`config.mk`:
```
export PLATFORM = sky130hd
export DESIGN_NAME = keypad_debouncer
export DESIGN_NICKNAME = d
export VERILOG_FILES = /design/src/rtl/keypad_pkg.sv /design/src/rtl/debounce_timer.sv /design/src/rtl/keypad_debouncer.sv
export SDC_FILE = /design/constraint.sdc
export NUM_CORES = 1
export LEC_CHECK = 0
export ABC_CLOCK_PERIOD_IN_PS = 3100
export CAP_MARGIN = 20
export CORE_ASPECT_RATIO = 0.5
export CORE_MARGIN = 4
export CORE_UTILIZATION = 50
export CTS_CLUSTER_DIAMETER = 100
export DETAILED_ROUTE_END_ITERATION = 16
export GPL_ROUTABILITY_DRIVEN = 0
export HOLD_SLACK_MARGIN = 0.03
export PLACE_DENSITY = 0.8
export SYNTH_ARGS = -nofsm -noshare
export SYNTH_HDL_FRONTEND = slang
export SYNTH_SLANG_ARGS = --single-unit
```
`constraint.sdc`:
```
create_clock -name int_osc -period 3.1 [get_ports int_osc]
set_clock_uncertainty 0.1 [all_clocks]
set_input_delay 0.775 -clock int_osc [delete_from_list [all_inputs] [get_ports int_osc]]
set_output_delay 0.775 -clock int_osc [all_outputs]
set_load 0.01 [all_outputs]
```
`src/rtl/keypad_pkg.sv`:
```
// Shared types and helpers for the 4x4 keypad debouncer: state encoding,
// the hex key map and the one-hot-low decoders used for latching and lookup.
package keypad_pkg;

    localparam int DEBOUNCE_CYCLES_DEFAULT = 960000;

    typedef enum logic [1:0] {
        IDLE       = 2'd0,
        DB_PRESS   = 2'd1,
        PRESSED    = 2'd2,
        DB_RELEASE = 2'd3
    } kp_state_e;

    // Nibble index = {row, col}; row0: 1 2 3 A, row1: 4 5 6 B, row2: 7 8 9 C, row3: E 0 F D
    localparam logic [63:0] KEY_MAP = 64'hDF0E_C987_B654_A321;

    function automatic logic one_low(input logic [3:0] v);
        logic r;
        case (v)
            4'b1110, 4'b1101, 4'b1011, 4'b0111: r = 1'b1;
            default:                            r = 1'b0;
        endcase
        return r;
    endfunction

    function automatic logic [1:0] low_idx(input logic [3:0] v);
        logic [1:0] r;
        case (v)
            4'b1101: r = 2'd1;
            4'b1011: r = 2'd2;
            4'b0111: r = 2'd3;
            default: r = 2'd0;
        endcase
        return r;
    endfunction

    function automatic logic [3:0] key_lookup(input logic [3:0] row_v, input logic [3:0] col_v);
        logic [3:0] idx;
        idx = {low_idx(row_v), low_idx(col_v)};
        return KEY_MAP[{idx, 2'b00} +: 4];
    endfunction

endpackage

```
`src/rtl/debounce_timer.sv`:
```
// Saturating up-counter for the debounce interval; done flags the final
// count (CYCLES-1) so the FSM can act on the cycle that completes the interval.
module debounce_timer #(
    parameter int CYCLES = 960000
) (
    input  logic clk_sys,
    input  logic rst_b,
    input  logic clear,
    input  logic enable,
    output logic done
);

    localparam int W = (CYCLES > 1) ? $clog2(CYCLES) : 1;
    localparam logic [W-1:0] LAST = W'(CYCLES - 1);

    logic [W-1:0] count_q;
    logic [W-1:0] count_d;

    always_comb begin
        count_d = count_q;
        if (clear) begin
            count_d = '0;
        end else if (enable && (count_q != LAST)) begin
            count_d = count_q + W'(1);
        end
    end

    always_ff @(posedge clk_sys or negedge rst_b) begin
        if (!rst_b) begin
            count_q <= '0;
        end else begin
            count_q <= count_d;
        end
    end

    assign done = (count_q == LAST);

endmodule

```
`src/rtl/keypad_debouncer.sv`:
```
// Debounces one key of a scanned 4x4 keypad: freezes the scanner while a key
// is being qualified or held, and emits a single pulse with its hex code.
//
// state      | meaning
// IDLE       | waiting for exactly one key on a one-hot row
// DB_PRESS   | latched key must stay identical for the full interval
// PRESSED    | key accepted; only the latched column is watched
// DB_RELEASE | latched column high; must stay high for the full interval
module keypad_debouncer
    import keypad_pkg::*;
#(
    parameter int DEBOUNCE_CYCLES = DEBOUNCE_CYCLES_DEFAULT
) (
    input  logic       int_osc,
    input  logic       reset,
    input  logic [3:0] col,
    input  logic [3:0] row,
    output logic       hold,
    output logic       key_valid,
    output logic [3:0] key_code
);

    kp_state_e  state_q, state_d;
    logic       hold_q, hold_d;
    logic       key_valid_q, key_valid_d;
    logic [3:0] key_code_q, key_code_d;
    logic [3:0] lat_row_q, lat_row_d;
    logic [3:0] lat_col_q, lat_col_d;
    logic       tmr_clear, tmr_enable, tmr_done;
    logic       match, released;

    assign match    = (col == lat_col_q) && (row == lat_row_q);
    // Any high bit at the latched (low) column position means that key let go.
    assign released = |(col & ~lat_col_q);

    always_comb begin
        state_d     = state_q;
        hold_d      = hold_q;
        key_valid_d = 1'b0;
        key_code_d  = key_code_q;
        lat_row_d   = lat_row_q;
        lat_col_d   = lat_col_q;
        tmr_clear   = 1'b1;
        tmr_enable  = 1'b0;
        case (state_q)
            IDLE: begin
                if (one_low(col) && one_low(row)) begin
                    lat_row_d = row;
                    lat_col_d = col;
                    hold_d    = 1'b1;
                    state_d   = DB_PRESS;
                end
            end
            DB_PRESS: begin
                if (!match) begin
                    hold_d  = 1'b0;
                    state_d = IDLE;
                end else if (tmr_done) begin
                    key_valid_d = 1'b1;
                    key_code_d  = key_lookup(lat_row_q, lat_col_q);
                    state_d     = PRESSED;
                end else begin
                    tmr_clear  = 1'b0;
                    tmr_enable = 1'b1;
                end
            end
            PRESSED: begin
                if (released) begin
                    state_d = DB_RELEASE;
                end
            end
            DB_RELEASE: begin
                if (!released) begin
                    state_d = PRESSED;
                end else if (tmr_done) begin
                    hold_d  = 1'b0;
                    state_d = IDLE;
                end else begin
                    tmr_clear  = 1'b0;
                    tmr_enable = 1'b1;
                end
            end
            default: begin
                hold_d  = 1'b0;
                state_d = IDLE;
            end
        endcase
    end

    always_ff @(posedge int_osc or negedge reset) begin
        if (!reset) begin
            state_q     <= IDLE;
            hold_q      <= 1'b0;
            key_valid_q <= 1'b0;
            key_code_q  <= 4'h0;
            lat_row_q   <= 4'hF;
            lat_col_q   <= 4'hF;
        end else begin
            state_q     <= state_d;
            hold_q      <= hold_d;
            key_valid_q <= key_valid_d;
            key_code_q  <= key_code_d;
            lat_row_q   <= lat_row_d;
            lat_col_q   <= lat_col_d;
        end
    end

    debounce_timer #(
        .CYCLES(DEBOUNCE_CYCLES)
    ) u_timer (
        .clk_sys(int_osc),
        .rst_b  (reset),
        .clear  (tmr_clear),
        .enable (tmr_enable),
        .done   (tmr_done)
    );

    assign hold      = hold_q;
    assign key_valid = key_valid_q;
    assign key_code  = key_code_q;

endmodule

```
# Yosys cells after proc, flatten, opt, wreduce, memory -nomap -nowiden
# Index checks and enable logic that the tools add are counted.
# word_totals
regBits,36
in_bits,10
elab_cells,88
# classes
addsub,1
n_eq_ne,28
shifts,1
n_mux,36
bitwise_logic,2
reduce_logical,13
# ops
cell,n
$shiftx 64x7->4 const A,1
$eq 4x4->1 const B,10
$mux 20,2
$mux 2,12
$add 20x1->20 const B,1
$eq 20x20->1 const B,1
$ne 20x20->1 const B,1
$eq 4x3->1 const B,4
$mux 1,16
$pmux 2 s3,2
$reduce_or 4->1,3
$ne 2x2->1 const B,5
$eq 4x4->1,2
$pmux 2 s4,1
$ne 3x3->1 const B,2
$reduce_and 5->1,1
$and 4x4->4,1
$eq 2x2->1 const B,2
$not 4->4,1
$pmux 1 s2,2
$reduce_and 4->1,1
$logic_and 1x1->1,3
$pmux 1 s3,1
$reduce_and 3->1,1
other kinds (5),5

# Logic depth before layout (Yosys ltp)
# Gate-level depths: netlist of run 1.
# depth
depth_word,8
mapped_depth,8
depth_no_buf,8

# Cells and area by module
# From an unflattened synthesis of run 1, not the netlist that was laid out.
# hier_totals
hier_cells,242
area_unflattened_um2,2388.5
# by_module_without_submodules
module,n_inst,cells_each,area_each_um2
keypad_debouncer,1,121,1236.2
debounce_timer,1,121,1152.4

# Least setup slack after synthesis of run 1
# Ideal clock, no wire load.
# synth_path
kind,input-to-reg
from,in col[0]
to,reg u_timer.count_q[12]
arrival_ns,2.227
required_ns,2.881
path_slack_ns,0.654
path_stages,6
cell_sequence,ha_1 -> or4_4 -> and3_1 -> o21ai_2 -> buf_4 -> nor2_1
# synth_between
elab_chain_len,6
# synth_lines
item,line,text
start: declaration,keypad_debouncer.sv:16,"input logic [3:0] col,"
$and 4x4->4 / $eq 4x4->1 (equally long branches),"keypad_debouncer.sv:34, keypad_debouncer.sv:32",
$reduce_or 4->1 / $logic_and 1x1->1 (equally long branches),"keypad_debouncer.sv:34, keypad_debouncer.sv:32",
$mux 1 (on tied branches),"keypad_debouncer.sv:73, keypad_debouncer.sv:55",
$pmux 1 s2,keypad_debouncer.sv:45,case (state_q)
$logic_and 1x1->1,debounce_timer.sv:23,end else if (enable && (count_q != LAST)) begin
$reduce_bool 2->1 (no line),--,
end signal: assignment,debounce_timer.sv:32,count_q <= count_d;
end: declaration,debounce_timer.sv:16,logic [W-1:0] count_q;
# Several ways; a longest one is shown, not always the timed one.
# A chain may end at the register's enable or synchronous reset.

# Final worst setup path of run 1
# layout_path
from,in col[1]
to,reg hold_q (netlist: hold)
# layout_between
elab_chain_len,7
# layout_lines
item,line,text
$eq 4x4->1 / $eq 4x3->1 (equally long branches),keypad_pkg.sv:19,case (v)
$reduce_or 4->1,keypad_pkg.sv:19,
$mux 1,keypad_pkg.sv:19,
$mux 1,keypad_debouncer.sv:45,
$logic_and 1x1->1,keypad_debouncer.sv:47,if (one_low(col) && one_low(row)) begin
$ne 2x2->1 (no line),--,
$reduce_and 5->1 (no line) *,--,
end signal: assignment,keypad_debouncer.sv:100,hold_q <= hold_d;
end: declaration,keypad_debouncer.sv:24,"logic hold_q, hold_d;"
# Mark *: on every way between the ends. The rest lies on a longest branch, timed or not. The select of a mux whose other input is x is not followed.

==> results of run 1 <==
==> cell type report <==
class | instances | share of cell area, %
repair buffers | 19 | 7.688
inverters | 13 | 2.082
clock buffers | 7 | 3.257
flip-flops and latches | 36 | 38.87
multi-input cells | 148 | 45.01
clock inverters | 1 | 0.2136
well taps | 54 | 2.883
==> power by group <==
part,internal [mW],switching [mW]
clock network,0.157,0.155
logic,0.158,0.145
registers,0.543,0.0546
==> layout by cell type (no fill, tap or decap), drive strengths merged, types with 11 or more instances in the layout <==
master and count:
dfrtp 28, mux2 11, clkdlybuf4s50 15, nand2 14, nor2 27, inv 13
xnor2 11, xor2 16
==> flip-flops by register name, summed over array words and instances (netlist names) <==
signal	cells
hold	1
key_code	4
key_valid	1
lat_col_q	4
lat_row_q	4
state_q	2
u_timer.count_q	20
==> layer usage <==
metal	track usage, %	vias up	part of all wire [%]
met5	0	-	0
met4	6.667	0	2.1
met3	4.342	9	3.9
met2	27.70	26	48
met1	17.32	701	46
li1	-	730	-
==> through the flow <==
stage	setup WS, ns	cell area [µm²]	util [%]	hold WS, ns
global route	0.3235	2344	60.03	0.4054
detailed placement	0.1596	2262	57.95	0.3775
CTS	0.4486	2344	60.03	0.3864
global placement	0.2102	2262	57.95	0.3699
floorplan	0.6543	2031	-	0.3513
finish	0.4456	2344	60.03	0.3871
==> worst max path at each step <==
stage | from | endpoint | slack, ns | cells after the start
finish | col[1] | hold | 0.45 | 7
global route | col[1] | hold | 0.32 | 7
CTS | col[1] | hold | 0.45 | 7
detailed placement | col[0] | hold | 0.16 | 7
global placement | col[0] | hold | 0.21 | 7
floorplan | col[0] | u_timer.count_q[12] | 0.65 | 6
==> cells by family after synthesis <==
logic type | count (synthesis)
flops | 36
simple gates | 79
xor+xnor | 27
buf+inv | 16
mux | 20
compound gates | 13
fa+ha+maj | 9
==> results.md, run 1 <==
* Min-delay src: u_timer.count_q[0]
* R2R Path End: hold
* Synth Area in XOR/XNOR at roughly an eighth
* Hold-critical path depth at 1
* Max FO, Critical Path at 19
* Vias in the first global route at 1476
* Diode count at 0
* Final Max Tran Viols at 0
* Post-synthesis mux area share at about a tenth
* Critical Path End Type: register
* Post-synthesis adder-cell area fraction at 5.545%
* Share of the synthesized area in the top cell type at around 35%
* First-pass GRT wire length at 6.265 mm
* Cell with the most instances after synthesis: dfrtp_1
* Endpoints failing setup at 0
* Final WL at 3.608 mm
* Residual DRC at 0
* Sink Count at 36
* Post-Synth Simple-Gate Area at 20.33%
* Longest Clk Path Bufs at 2
* Rel. slew slack at about 54%
* Inst Count DP at 270
* Gr ovfl total at 0
* Post-synth EDFFs at 0
* Fin crit period at between 2 and 3 ns
* Via count at roughly 1500
* DIE AREA at around 5200 µm²
* First-pass DRT Iterations at 4
* Synth-to-Final Area Change at 15.40%
* Total Power at about 1.2 mW
* Total track usage at between 10% and 20%
* Final hold vios at 0
* Main combinational cell family by area after synthesis: simple AND/OR/NAND/NOR gates
* Vias per Instance at ~5.3
* Post-cts hold buffer count at 0
* FF-to-FF setup slack at approximately 0.87 ns
* Seq/Total Area, Yosys at 44.86%
* Sequential Area at 910.9 µm²
* Delay-heaviest family, CP: simple AND/OR/NAND/NOR gates
* Multi-input gate area at 1055 µm²
* Non-Filler Instances at 278
* RSZ-0062 raised after global routing: no
* Hold Path End: u_timer.count_q[0]
* Worst slew pin tran at ~0.68 ns
* Pin count of the biggest net entering global routing at 37
* Status: finished clean
* Pwr/cell area at approximately 520 nW/µm²
* Die X at just under 100 µm
* PostCTS Resize Cnt at 0
* Synth area leader: dfrtp_1
* Antenna violations before repair at 0
* Synth cell types at 32
* Top Ports at 16
* CTS clk-pin slew, worst paths at approximately 0.07 ns
* R2r startpoint: lat_col_q[1]
* Synth Cell Area at about 2000 µm²
* CP Launch Type: primary input
* WP data arrival at between 2 and 3 ns
* DPL Wire Length at around 2.6 mm
* WL per Instance at 12.98 µm
* Critical Path, Cell by Cell: clkdlybuf4s50_1, ha_1, or4_4, and3_1, o21ai_2, buf_4, a2bb2oi_1
* Synth Area in Compound Gates at slightly below 4%
* Starting Density at between 50 and 60%
* Register-to-Register Path Depth at 7
* Die height at 53.07 µm
* Fillers at approximately 320
* Worst Path Required at ~3.2 ns
* CP Class: primary input to register
* Synth top area cells: dfrtp_1 (35%), dfstp_2 (10%), xor2_1 (6.9%)
* Tcrit/Tclk final at 85.62%
* Max Cap Violations at 0
* IR drop worst, VDD at approximately 0.20 mV
* Synth Flop Type: dfrtp_1
* Fin Setup TNS at 0 ns
* Core Box Area at approximately 3900 µm²
* Warnings, synthesis at 0
* CTS tree: built
* Worst Path Buf+Inv at 2
* Syn Nets at 219
* # Post-CTS Setup Buffers at 0
* ANT nets after route at 0
* Count of input and output buffers at 15
* Root buffer cell: clkbuf_8
* Hold Path Class: register to register
* First DRT Iteration DRCs at 50
* Worst-skew pair later-pin latency at roughly 0.29 ns
* Fraction of layout cells with a size suffix above 1 at around 15%
* Worst path max stage delay at ~0.55 ns
* Count of state elements after synthesis at 36
* H-tree Lvls at 2
* Leak Pwr at 1.000 nW
* Num CTS Buffers at 5
* FMAX at 376.7 MHz
* Most frequent cells after synthesis: dfrtp_1 (28), nor2_1 (27), xor2_1 (16)
* Row Count at 16
* Syn Area/Cell at about 10 µm²
* Layout Nets at roughly 240
* CP max stage cell: or4_4
* Asr flop ratio synth at between 90% and 100%
* Post-Syn Instances at 200
Power figures use the tool's default switching activity.
==> run 2, diff against run 1 <==
--- a/config.mk
+++ b/config.mk
@@ -8,7 +8,7 @@
 export ABC_CLOCK_PERIOD_IN_PS = 3100
 export CAP_MARGIN = 20
 export CORE_ASPECT_RATIO = 0.5
-export CORE_MARGIN = 4
+export CORE_MARGIN = 8
 export CORE_UTILIZATION = 50
 export CTS_CLUSTER_DIAMETER = 100
 export DETAILED_ROUTE_END_ITERATION = 16
==> run 2 against run 1 <==
Net effect: clock-buffer cell count is 1 lower; via count rose by 0.34%; total power grew 7.2%; final cell count is 0.36% higher; fmax rose by 1.3%; utilization rose by 0.87 points; sequential share of layout area shrank 0.55 points; non-clock buffer count up 1; die area is 24% higher; combinational power is 1% lower; critical path depth is the same; critical path type unchanged; critical endpoint unchanged; largest cell class unchanged; highest routed layer unchanged.
==> results.md, run 2 (synthesis gave the netlist of run 1 again) <==
* Dpl cell area at about 2300 µm²
* Final WL at 3.839 mm
* ANT nets after route at 0
* CP Class: primary input to register
* R2r startpoint: lat_col_q[0]
* Most frequent cells in the layout: dfrtp_1 (28), nor2_1 (27), xor2_1 (16), clkdlybuf4s50_1 (15), nand2_1 (14)
* Worst slew pin tran at between 0.7 and 0.8 ns
* DIE AREA at ~6500 µm²
* Max Cap Violations at 0
* CP endpoint: hold
* Max FFs per register at 20
* Residual DRC at 0
* Fraction of layout cells with a size suffix above 1 at ~16%
* Final setup margin at between 0.4 and 0.5 ns
* # Post-CTS Setup Buffers at 0
* Worst path max stage delay at roughly 0.58 ns
* Register-to-Register Path Depth at 7
* Top Ports at 16
* WL per Instance at 13.76 µm
* Seq pwr share at 46.0%
* Critical Path, Cell by Cell: clkdlybuf4s50_1, ha_1, or4_4, and3_1, o21ai_2, buf_4, a2bb2oi_1
* Via count at roughly 1500
* DPL Wire Length at approximately 2.7 mm
* FMAX at approximately 380 MHz
* Post-cts hold buffer count at 0
* Num CTS Buffers at 5
* Combinational share of power at about 23%
* Vias in the first global route at 1528
* Reg with most FFs: u_timer.count_q
* Sw frac at 27.74%
* Row Count at 16
* Die height at between 60 and 70 µm
* Sw power at around 0.36 mW
* Cell area after layout at 2377 µm²
* Hold Path Class: register to register
* Gr ovfl total at 0
* Fin Setup TNS at 0 ns
* R2R Path End: hold
* Worst Setup SP: col[0]
* Antenna violations before repair at 0
* Sink Count at 36
* Clk network pwr share at 31.0%
* Diode count at 0
* First DRT Iteration DRCs at 52
* Critical Path End Type: register
* Core Box Area at 3904 µm²
* Starting Density at between 50% and 60%
* Pwr/cell area at ~550 nW/µm²
* Endpoints failing setup at 0
* Longest Clk Path Bufs at 2
* Vias per Instance at between 5 and 6
* Max FO, Critical Path at 9
* PostCTS Resize Cnt at 0
* Pin count of the biggest net entering global routing at 37
* First-pass GRT wire length at around 6.9 mm
* CP max stage cell: or4_4
* IR drop worst, VDD at ~0.23 mV
* Total Power at 1.300 mW
* Pre-CTS setup slack at roughly 0.22 ns
* CTS clk-pin slew, worst paths at around 0.070 ns
* Rel. slew slack at about half
* Worst Path Required at about 3.2 ns
* Layout Nets at roughly 240
* Final Max Tran Viols at 0
* Cell internal pwr at between 0.9 and 1 mW
* First-pass DRT Iterations at 4
* H-tree Lvls at 2
* Leak Pwr at roughly 1 nW
* FF-to-FF setup slack at around 0.88 ns
* Total track usage at roughly an eighth
* Die X at roughly 110 µm
* WP data arrival at 2.69 ns
* Most common cell after layout, fill and taps aside: dfrtp_1
* Synth-to-Final Area Change at 17.07%
* Root buffer cell: clkbuf_8
* Status: finished clean
* Tcrit/Tclk final at between 80% and 90%
* Worst-skew pair later-pin latency at 0.29 ns
* CTS tree: built
* CP Launch Type: primary input
* Count of input and output buffers at 15
* Final hold vios at 0
* Fillers at about 330
* RSZ-0062 raised after global routing: no
* Fin crit period at about 2.6 ns
* Final core occ at between 60% and 70%
## run 2: changes by cell type in the layout (fill, tap and decap cells not counted)
cell | previous run | this run
clkbuf_1 | 2 | 1
bufinv_16 | 0 | 1
buf_4 | 4 | 5
## run 2: worst min-delay path by stage
| stage | slack, ns | start | endpoint | cells after the start |
|---|---|---|---|---|
| floorplan | 0.35 | u_timer.count_q[0] | u_timer.count_q[0] | 1 |
| global placement | 0.37 | u_timer.count_q[0] | u_timer.count_q[0] | 1 |
| detailed placement | 0.38 | u_timer.count_q[0] | u_timer.count_q[0] | 1 |
| CTS | 0.39 | u_timer.count_q[0] | u_timer.count_q[0] | 1 |
| global route | 0.42 | u_timer.count_q[0] | u_timer.count_q[0] | 1 |
| finish | 0.39 | u_timer.count_q[0] | u_timer.count_q[0] | 1 |
## run 2: power by group through the flow
stage	Combinational [mW]	Sequential, mW	Clock (mW)
floorplan	0.220	0.594	0
global placement	0.278	0.603	0
detailed placement	0.294	0.604	0
CTS	0.301	0.596	0.411
global route	0.340	0.604	0.431
finish	0.299	0.598	0.403
## run 2: final cells by class
type	instances	area [µm²]	area share (%)
Multi-Input combinational cell	148	1055	44.37
Sequential cell	36	910.9	38.32
Timing Repair Buffer	20	187.7	7.895
Clock buffer	6	72.57	3.053
Tap cell	54	67.56	2.842
Inverter	13	48.80	2.053
Clock inverter	2	35.03	1.474
## run 2: layer usage
| layer | up-vias | share of wire [%] | GRT usage, % |
|---|---|---|---|
| met5 | - | 0 | 0 |
| met4 | 0 | 1.9 | 6.931 |
| met3 | 7 | 2.8 | 3.549 |
| met2 | 17 | 48 | 22.97 |
| met1 | 716 | 47 | 15.51 |
| li1 | 731 | - | - |
## run 2: worst max-delay path: cells and delay by family
kind / cells / cell delay [ns]
AND/OR/NAND/NOR: 2 / 0.81
buffers and inverters: 2 / 0.65
adder cells (fa/ha/maj): 1 / 0.24
AO/OA/AOI/OAI: 2 / 0.22
## run 2: stage by stage
step | std cells | hold slack, ns
6_report | 279 | 0.3899
5_1_grt | 279 | 0.4240
4_1_cts | 279 | 0.3911
3_5_place_dp | 271 | 0.3816
3_3_place_gp | 271 | 0.3733
2_1_floorplan | 200 | 0.3513
==> run 3, diff against run 2 <==
--- a/config.mk
+++ b/config.mk
@@ -5,7 +5,7 @@
 export SDC_FILE = /design/constraint.sdc
 export NUM_CORES = 1
 export LEC_CHECK = 0
-export ABC_CLOCK_PERIOD_IN_PS = 3100
+export ABC_CLOCK_PERIOD_IN_PS = 2200
 export CAP_MARGIN = 20
 export CORE_ASPECT_RATIO = 0.5
 export CORE_MARGIN = 8
@@ -14,7 +14,7 @@
 export DETAILED_ROUTE_END_ITERATION = 16
 export GPL_ROUTABILITY_DRIVEN = 0
 export HOLD_SLACK_MARGIN = 0.03
-export PLACE_DENSITY = 0.8
+export PLACE_DENSITY = 0.83
 export SYNTH_ARGS = -nofsm -noshare
 export SYNTH_HDL_FRONTEND = slang
 export SYNTH_SLANG_ARGS = --single-unit
==> constraint.sdc (replaced) <==
create_clock -name int_osc -period 2.2 [get_ports int_osc]
set_clock_uncertainty 0.1 [all_clocks]
set_input_delay 0.55 -clock int_osc [delete_from_list [all_inputs] [get_ports int_osc]]
set_output_delay 0.55 -clock int_osc [all_outputs]
set_load 0.01 [all_outputs]
==> run 3 against run 2 <==
Net effect: worst hold slack worse by 0.011 ns; total power is 53% higher; die area stayed put; non-clock buffer count is 22 higher; critical path type is now register to register.
==> results.md, run 3 (synthesis gave the netlist of run 1 again) <==
* Die X at ~110 µm
* Count of input and output buffers at 15
* FMAX at 460.6 MHz
* Max Cap Violations at 0
* FF-to-FF setup slack at around 0.029 ns
* Fin Setup TNS at 0 ns
* Critical Path, Cell by Cell: inv_2, ha_2, or4_4, and3_4, o21ai_4, buf_6, nor2_1
* Total Power at 1.985 mW
* Multi-input gate area at roughly 1100 µm²
* Worst path max stage delay at between 0.5 and 0.6 ns
* WL per Instance at around 15 µm
* Final WL at approximately 4.6 mm
* Root buffer cell: clkbuf_8
* DIE AREA at 6481 µm²
* Die height at a little over 60 µm
* CP max stage cell: dfstp_2
* Hold Path Class: register to register
* CTS clk-pin slew, worst paths at 0.07 ns
* Worst slew pin tran at 0.4559 ns
* Critical Path End Type: register
* Most common cell after layout, fill and taps aside: dfrtp_1
* First-pass GRT wire length at around 7.7 mm
* Row Count at 16
* Max FFs per register at 20
* First-pass DRT Iterations at 4
* Total track usage at 14.78%
* Via count at 1629
* Endpoints failing setup at 0
* Residual DRC at 0
* Pin count of the biggest net entering global routing at 37
* CTS tree: built
* Top Ports at 16
* ANT nets after route at 0
* Worst Path Required at between 2 and 2.5 ns
* Dpl cell area at between 2000 and 2500 µm²
* Gr ovfl total at 0
* Core Box Area at ~3900 µm²
* Num CTS Buffers at 5
* Max FO, Critical Path at 8
* Antenna violations before repair at 0
* Pwr/cell area at about 760 nW/µm²
* WP data arrival at around 2.3 ns
* Fillers at 266
* Sink Count at 36
* Fraction of layout cells with a size suffix above 1 at 27.53%
* Vias in the first global route at between 1500 and 2000
* Synth-to-Final Area Change at 29.21%
* Final hold vios at 0
* Layout Nets at around 270
* Worst Path Buf+Inv at 2
* Cell area after layout at around 2600 µm²
* Longest Clk Path Bufs at 2
* First DRT Iteration DRCs at 83
* Starting Density at a little over half
* Tcrit/Tclk final at between 90% and 100%
* CP Class: register to register
* H-tree Lvls at 2
* Sequential Area at 910.9 µm²
* Vias per Instance at around 5.4
* Rel. slew slack at 69.60%
* Final Max Tran Viols at 0
* Diode count at 0
* Delay-heaviest family, CP: simple AND/OR/NAND/NOR gates
* Worst-skew pair later-pin latency at 0.29 ns
* IR drop worst, VDD at 0.2856 mV
* Post-cts hold buffer count at 0
* Most frequent cells in the layout: dfrtp_1 (28), nor2_1 (27), buf_4 (23), xor2_1 (16), nand2_1 (14)
* Status: finished clean
* Reg with most FFs: u_timer.count_q
* DPL Wire Length at 2.914 mm
* CP Launch Type: register
* Fin crit period at 2.171 ns
* Leak Pwr at 1.176 nW
* RSZ-0062 raised after global routing: yes
-- run 3: worst paths after layout --
path / from / to / cells after the start
setup reg to reg: lat_col_q[0] / u_timer.count_q[4] / 7
min in group asynchronous: reset / u_timer.count_q[1] / 2
hold reg to reg: u_timer.count_q[0] / u_timer.count_q[0] / 1
setup / recovery: lat_col_q[0] / u_timer.count_q[4] / 7
hold / removal: u_timer.count_q[0] / u_timer.count_q[0] / 1
max in group asynchronous: reset / lat_col_q[3] / 2
-- run 3: worst reg2reg max path: stages, from the launching register on --
cell     delay (ns)
dfstp_2        0.56
inv_2          0.05
ha_2           0.16
or4_4          0.54
and3_4         0.21
o21ai_4        0.21
buf_6          0.17
nor2_1         0.06
-- run 3: stage by stage --
stage	utilization [%]	hold WS (ns)	std cells	worst slack, ns
floorplan	-	0.1544	200	-0.02073
global placement	60.83	0.3739	285	-0.3491
detailed placement	60.83	0.3752	285	-0.3734
CTS	65.03	0.3833	295	0.009493
global route	67.21	0.4098	301	-0.02470
finish	67.21	0.3787	301	0.02909
-- run 3: routing by layer --
metal	GRT usage, %	part of all wire, %	vias to the layer above
met5	0	0	-
met4	7.525	2.4	0
met3	3.653	3.4	11
met2	28.18	52	35
met1	15.43	43	808
li1	-	-	775
-- run 3: layout make-up --
class	instances	area share [%]
inverter	13	1.860
timing repair buffer	42	14.16
multi-input combinational	148	41.87
clock buffer	7	3.672
tap	54	2.575
clock inverter	1	1.144
sequential	36	34.72
-- run 3: power breakdown --
part / switching (mW) / leakage, nW / total (mW) / internal [mW]
logic: 0.234 / 0.649 / 0.500 / 0.266
clock network: 0.240 / 0.0645 / 0.640 / 0.400
registers: 0.0805 / 0.463 / 0.845 / 0.765
-- run 3: what timing repair did --
item	CTS	global route
cloned	1	0
endpoints found under the setup margin	18	31
pin swaps	1	4
buffers inserted	1	6
resized for setup	10	12
